$ cat config.mk
export PLATFORM = sky130hd
export DESIGN_NAME = ring_counter_gen
export DESIGN_NICKNAME = d
export VERILOG_FILES = /design/src/rtl/ring_counter_gen.sv
export SDC_FILE = /design/constraint.sdc
export NUM_CORES = 1
export LEC_CHECK = 0
export BUFFER_PORTS_ARGS = -buffer_cell sky130_fd_sc_hd__clkbuf_2
export CORE_MARGIN = 5
export CORE_UTILIZATION = 30
export DETAILED_ROUTE_END_ITERATION = 8
export PLACE_DENSITY = 0.63
export SYNTH_ARGS = -nofsm -noshare
export SYNTH_HDL_FRONTEND = slang
export SYNTH_SLANG_ARGS = --single-unit
$ cat constraint.sdc
create_clock -name clk -period 5 [get_ports clk]
set_clock_uncertainty 0.05 [all_clocks]
set_input_delay 1.5 -clock clk [delete_from_list [all_inputs] [get_ports clk]]
set_output_delay 1.5 -clock clk [all_outputs]
set_load 0.005 [all_outputs]
$ cat src/rtl/ring_counter_gen.sv
// Parametrised one-hot ring / Johnson counter with load, wrap pulse and illegal-state flag.
// Define RC_SELF_CORRECT_EN to restart from INIT when stepping out of an illegal state.
module ring_counter_gen #(
  parameter int              WIDTH = 4,
  parameter logic [WIDTH-1:0] INIT = WIDTH'(1)
) (
  input  logic             clk,
  input  logic             reset,
  input  logic             en,
  input  logic             dir,
  input  logic             mode,
  input  logic             load,
  input  logic [WIDTH-1:0] load_val,
  output logic [WIDTH-1:0] q,
  output logic             wrap,
  output logic             illegal
);

  localparam int CW = $clog2(WIDTH + 1);

  logic [WIDTH-1:0] q_q, q_d;
  logic             wrap_q, wrap_d;
  logic [CW-1:0]    ones;
  logic [CW-1:0]    edges;
  logic             fb;
  logic [WIDTH-1:0] shift;

  always_comb begin
    ones  = '0;
    edges = '0;
    for (int i = 0; i < WIDTH; i++) begin
      ones = ones + CW'(q_q[i]);
    end
    for (int i = 0; i < WIDTH - 1; i++) begin
      edges = edges + CW'(q_q[i] ^ q_q[i+1]);
    end
  end

  assign illegal = mode ? (edges > CW'(1))
                        : (ones != CW'(1));

  // Johnson mode feeds back the inverted outgoing bit
  always_comb begin
    fb    = 1'b0;
    shift = q_q;
    if (!dir) begin
      fb    = q_q[WIDTH-1] ^ mode;
      shift = {q_q[WIDTH-2:0], fb};
    end else begin
      fb    = q_q[0] ^ mode;
      shift = {fb, q_q[WIDTH-1:1]};
    end
  end

  always_comb begin
    q_d    = q_q;
    wrap_d = 1'b0;
    if (load) begin
      q_d = load_val;
    end else if (en) begin
`ifdef RC_SELF_CORRECT_EN
      if (illegal) begin
        q_d = INIT;
      end else begin
        q_d    = shift;
        wrap_d = (shift == INIT);
      end
`else
      q_d    = shift;
      wrap_d = (shift == INIT);
`endif
    end
  end

  always_ff @(posedge clk) begin
    if (reset) begin
      q_q    <= INIT;
      wrap_q <= 1'b0;
    end else begin
      q_q    <= q_d;
      wrap_q <= wrap_d;
    end
  end

  assign q    = q_q;
  assign wrap = wrap_q;

endmodule

==> out/results.txt <==
Largest stage delay on the critical path: 0.54 ns. The number of nets handed over by synthesis was 72. The remaining global-route overflow was 0. Global routing used 10.7% of the available met1 tracks. Dividing the detail-routed via count by the number of cells gives 5.09. In the layout the commonest cells are sky130_fd_sc_hd__clkbuf_2, sky130_fd_sc_hd__inv_1, sky130_fd_sc_hd__a21oi_1.

The setup TNS after final layout was 0 ns; the combinational group share of total power was 28.1%. The average instance area after synthesis was 8.28 µm²; the die width was 49.7 µm. STA classifies the critical path startpoint as a flop. The detailed router finished its first iteration with 2 violations. Derived from the worst setup path, the maximum achievable clock frequency is 0.258 GHz. For this design, the CTS-stage hold fixing added 0 buffers. Of the total power, the clock network draws 35.5%. The floorplan step set the die height to 49.7 µm.

Setup violations remaining at the end of the flow were counted as 0. Summing the sequential cell areas from Yosys gives 21.2% of the chip area. Headroom to the max-slew limit came out at 76.0%.

The run finished with clean final reports. The detail-routed net length per standard cell is 10.9 µm, and the combined buffer and inverter count along the critical path is 3. Before antenna repair, the detailed router went through 5 iterations.

The run gives 411 as the number of global-route vias before repair. For the number of gates resized after cts, the log shows 0. The HPWL after detailed placement is 749 µm. For the cell total after placement, the log shows 82.

The area growth from synthesis to layout is 18.3%. The maximum number of pins on one net before global-route repair was 12. The run gives 16 as the total I/O pin count.

Class of the most critical hold timing path: reg -> reg. The worst setup path is captured at an output port. Once detail routing completed, the nets flagged for antenna violations numbered 0. The post-CTS clock slew at the launch and capture registers of the worst setup and hold paths is 0.05 ns. H-tree depth: 1. For the initial antenna violation count, the log shows 0.

For this design the ratio of total power to cell area is 239 mW/mm². The final critical path takes up 77.6% of the cycle. Counting the buffers created by CTS gives 3. The logs give 0 for the warning count from the yosys run and 86 for the final-stage net count.

Summed over all nets, the switching power comes to 41.0 µW. The register bit total from synthesis was 5. Across the VDD grid, the largest voltage drop is 0.0892 mV.

The initial core utilization is 31.3%. The clock net in this run drives a total of 5 sinks. The first-pass GRT wire length came out at 1660 µm. The unique cell type count in the Yosys netlist came out at 28. The signal on the critical path passes through inv_1, fa_1, inv_1, ha_1, ha_1, nor4b_1, a21oi_1, clkbuf_2.

Global routing used 12.3% of the available met2 tracks. Global routing used 8.48% of the available tracks across all layers. The setup check on the worst reg-to-reg path leaves a slack of 3.67 ns. TritonCTS built the clock tree. For the worst setup path, the data arrival time is 2.33 ns. Wires add up to 935 µm. Sequential power share: 36.4%. For the DRC violation count after routing, the log shows 0. Of the cells placed in the final design, the portion with a size suffix greater than 1 is 27.1%. The longest clock path from root to sink contains 2 buffers. Row generation in the floorplan step produced 14 rows. The run gives 92.5 µW as the design internal power.

Broken down by cell family, the worst path's largest delay share belongs to adder cells. The count of input and output buffers works out to 15. The hold violation count in the final report was 0. The number of non-filler instances in the completed layout is 86.

The final number of max-transition violations came out at 0. The tools report the buffer cell driving the clock tree root as sky130_fd_sc_hd__clkbuf_4. The data required time of the critical path is 3.45 ns, and the top fanout value on the critical path is 8.

Post-CTS timing repair inserted 0 buffers for setup. The global-route track usage on met3 came out at 0.904%. Net switching is 30.7% of the power. Synthesis handed over a netlist of 57 instances. Critical path start-end classification: reg -> out. The die area was 0.00247 mm². The logs give 1.12 ns for the post-layout worst setup margin and 0 for the final antenna diode count. Clock latency on the worst-skew pair, taken at its later pin, is 0.24 ns. The final RePlAce weighted congestion is 0.718. The core box area is 0.00151 mm². The slowest stage of the critical path belongs to the cell sky130_fd_sc_hd__fa_1. met2 is the most crowded layer.

Across all layers, the routed design uses 438 vias. OpenSTA, run right after detailed placement, puts the worst setup slack at 1.30 ns. In this run the static leakage power is 0.270 nW. The clock period could shrink to 3.88 ns.

Setup repair after global routing left no endpoint under its margin. The transition time at the pin with the least slew margin is 0.360 ns. The max-cap violation count came out at 0.

The most frequent standard cell in the layout excluding fill and tap cells was sky130_fd_sc_hd__clkbuf_2. The run gives 472 µm² as the netlist area before placement.
## layout make-up
type / count / area [µm²]
multi-input combinational: 40 / 314
sequential: 5 / 100
timing repair buffer: 15 / 75.1
tap: 16 / 20.0
fill: 173 / 948
inverter: 6 / 22.5
clock buffer: 4 / 26.3
## sequential cells by signal (all words and copies together), names as in the netlist
name  count
wrap      1
q         4
## worst paths after layout
check	start	depth (start not counted)	to
worst min register to register	q[3]	2	wrap
worst max register to register	q[1]	3	wrap
worst min-delay path	q[3]	2	wrap
worst max-delay path	q[0]	8	illegal
## per-layer routing
metal	share of wire [%]	routed length, µm
met1	48	451
met5	0	0
met3	3.6	34
met4	1.6	15
met2	46	434
## metrics by stage
step | util (%) | hold slack (ns) | power [mW] | instance area, µm²
finish | 37.0 | 0.634 | 0.133 | 558
global route | 37.0 | 0.683 | 0.145 | 558
CTS | 37.0 | 0.641 | 0.137 | 558
detailed placement | 35.3 | 0.627 | 0.0877 | 532
global placement | 35.3 | 0.620 | 0.0869 | 532
floorplan | - | 0.613 | 0.0766 | 472
## logic make-up after synthesis
| logic type | count (synthesis) | synth area share (%) |
|---|---|---|
| buffers and inverters | 12 | 12.2 |
| and+or+nand+nor | 14 | 18.8 |
| AOI/OAI and AO/OA | 15 | 21.2 |
| DFF | 5 | 21.2 |
| xor gates and xnor gates | 4 | 7.43 |
| adders and majority gates | 5 | 14.9 |
| muxes | 2 | 4.24 |
## worst reg2reg max path, delay by kind of cell, from the launching register on
kind	cells	cell delay, ns
and+or+nand+nor	1	0.53
AOI/OAI and AO/OA	2	0.29
DFF	1	0.41
## power groups by stage
stage               registers [mW]  clock network [mW]  logic (mW)
finish                      0.0486              0.0474      0.0375
floorplan                   0.0466                   0      0.0301
detailed placement          0.0495                   0      0.0382
global placement            0.0495                   0      0.0373
CTS                         0.0487              0.0495      0.0383
global route                0.0494              0.0524      0.0436
## cells in the mapped netlist
cell type,number,area [µm²]
sky130_fd_sc_hd__buf_6,1,11.3
sky130_fd_sc_hd__or3b_2,1,8.76
sky130_fd_sc_hd__a211oi_1,1,7.51
sky130_fd_sc_hd__o31a_1,2,17.5
sky130_fd_sc_hd__or3b_1,1,8.76
sky130_fd_sc_hd__o21ai_0,1,5.00
sky130_fd_sc_hd__o221ai_1,1,8.76
sky130_fd_sc_hd__o22ai_1,1,6.26
sky130_fd_sc_hd__inv_1,6,22.5
sky130_fd_sc_hd__nand4_1,1,6.26
sky130_fd_sc_hd__or4b_1,1,10.0
sky130_fd_sc_hd__buf_2,4,20.0
sky130_fd_sc_hd__ha_1,4,50.1
sky130_fd_sc_hd__o21a_1,1,7.51
sky130_fd_sc_hd__a21oi_1,6,30.0
sky130_fd_sc_hd__xor2_1,2,17.5
sky130_fd_sc_hd__nand3b_1,1,7.51
sky130_fd_sc_hd__dfxtp_1,5,100
sky130_fd_sc_hd__xnor2_1,2,17.5
sky130_fd_sc_hd__nor2_1,3,11.3
sky130_fd_sc_hd__a211o_1,2,17.5
sky130_fd_sc_hd__mux2i_1,2,20.0
sky130_fd_sc_hd__nand2b_1,1,6.26
sky130_fd_sc_hd__fa_1,1,20.0
sky130_fd_sc_hd__nand3_1,1,5.00
sky130_fd_sc_hd__nand2_1,2,7.51
sky130_fd_sc_hd__clkbuf_1,1,3.75
sky130_fd_sc_hd__nor4b_1,2,17.5
Power figures use the tool's default switching activity.
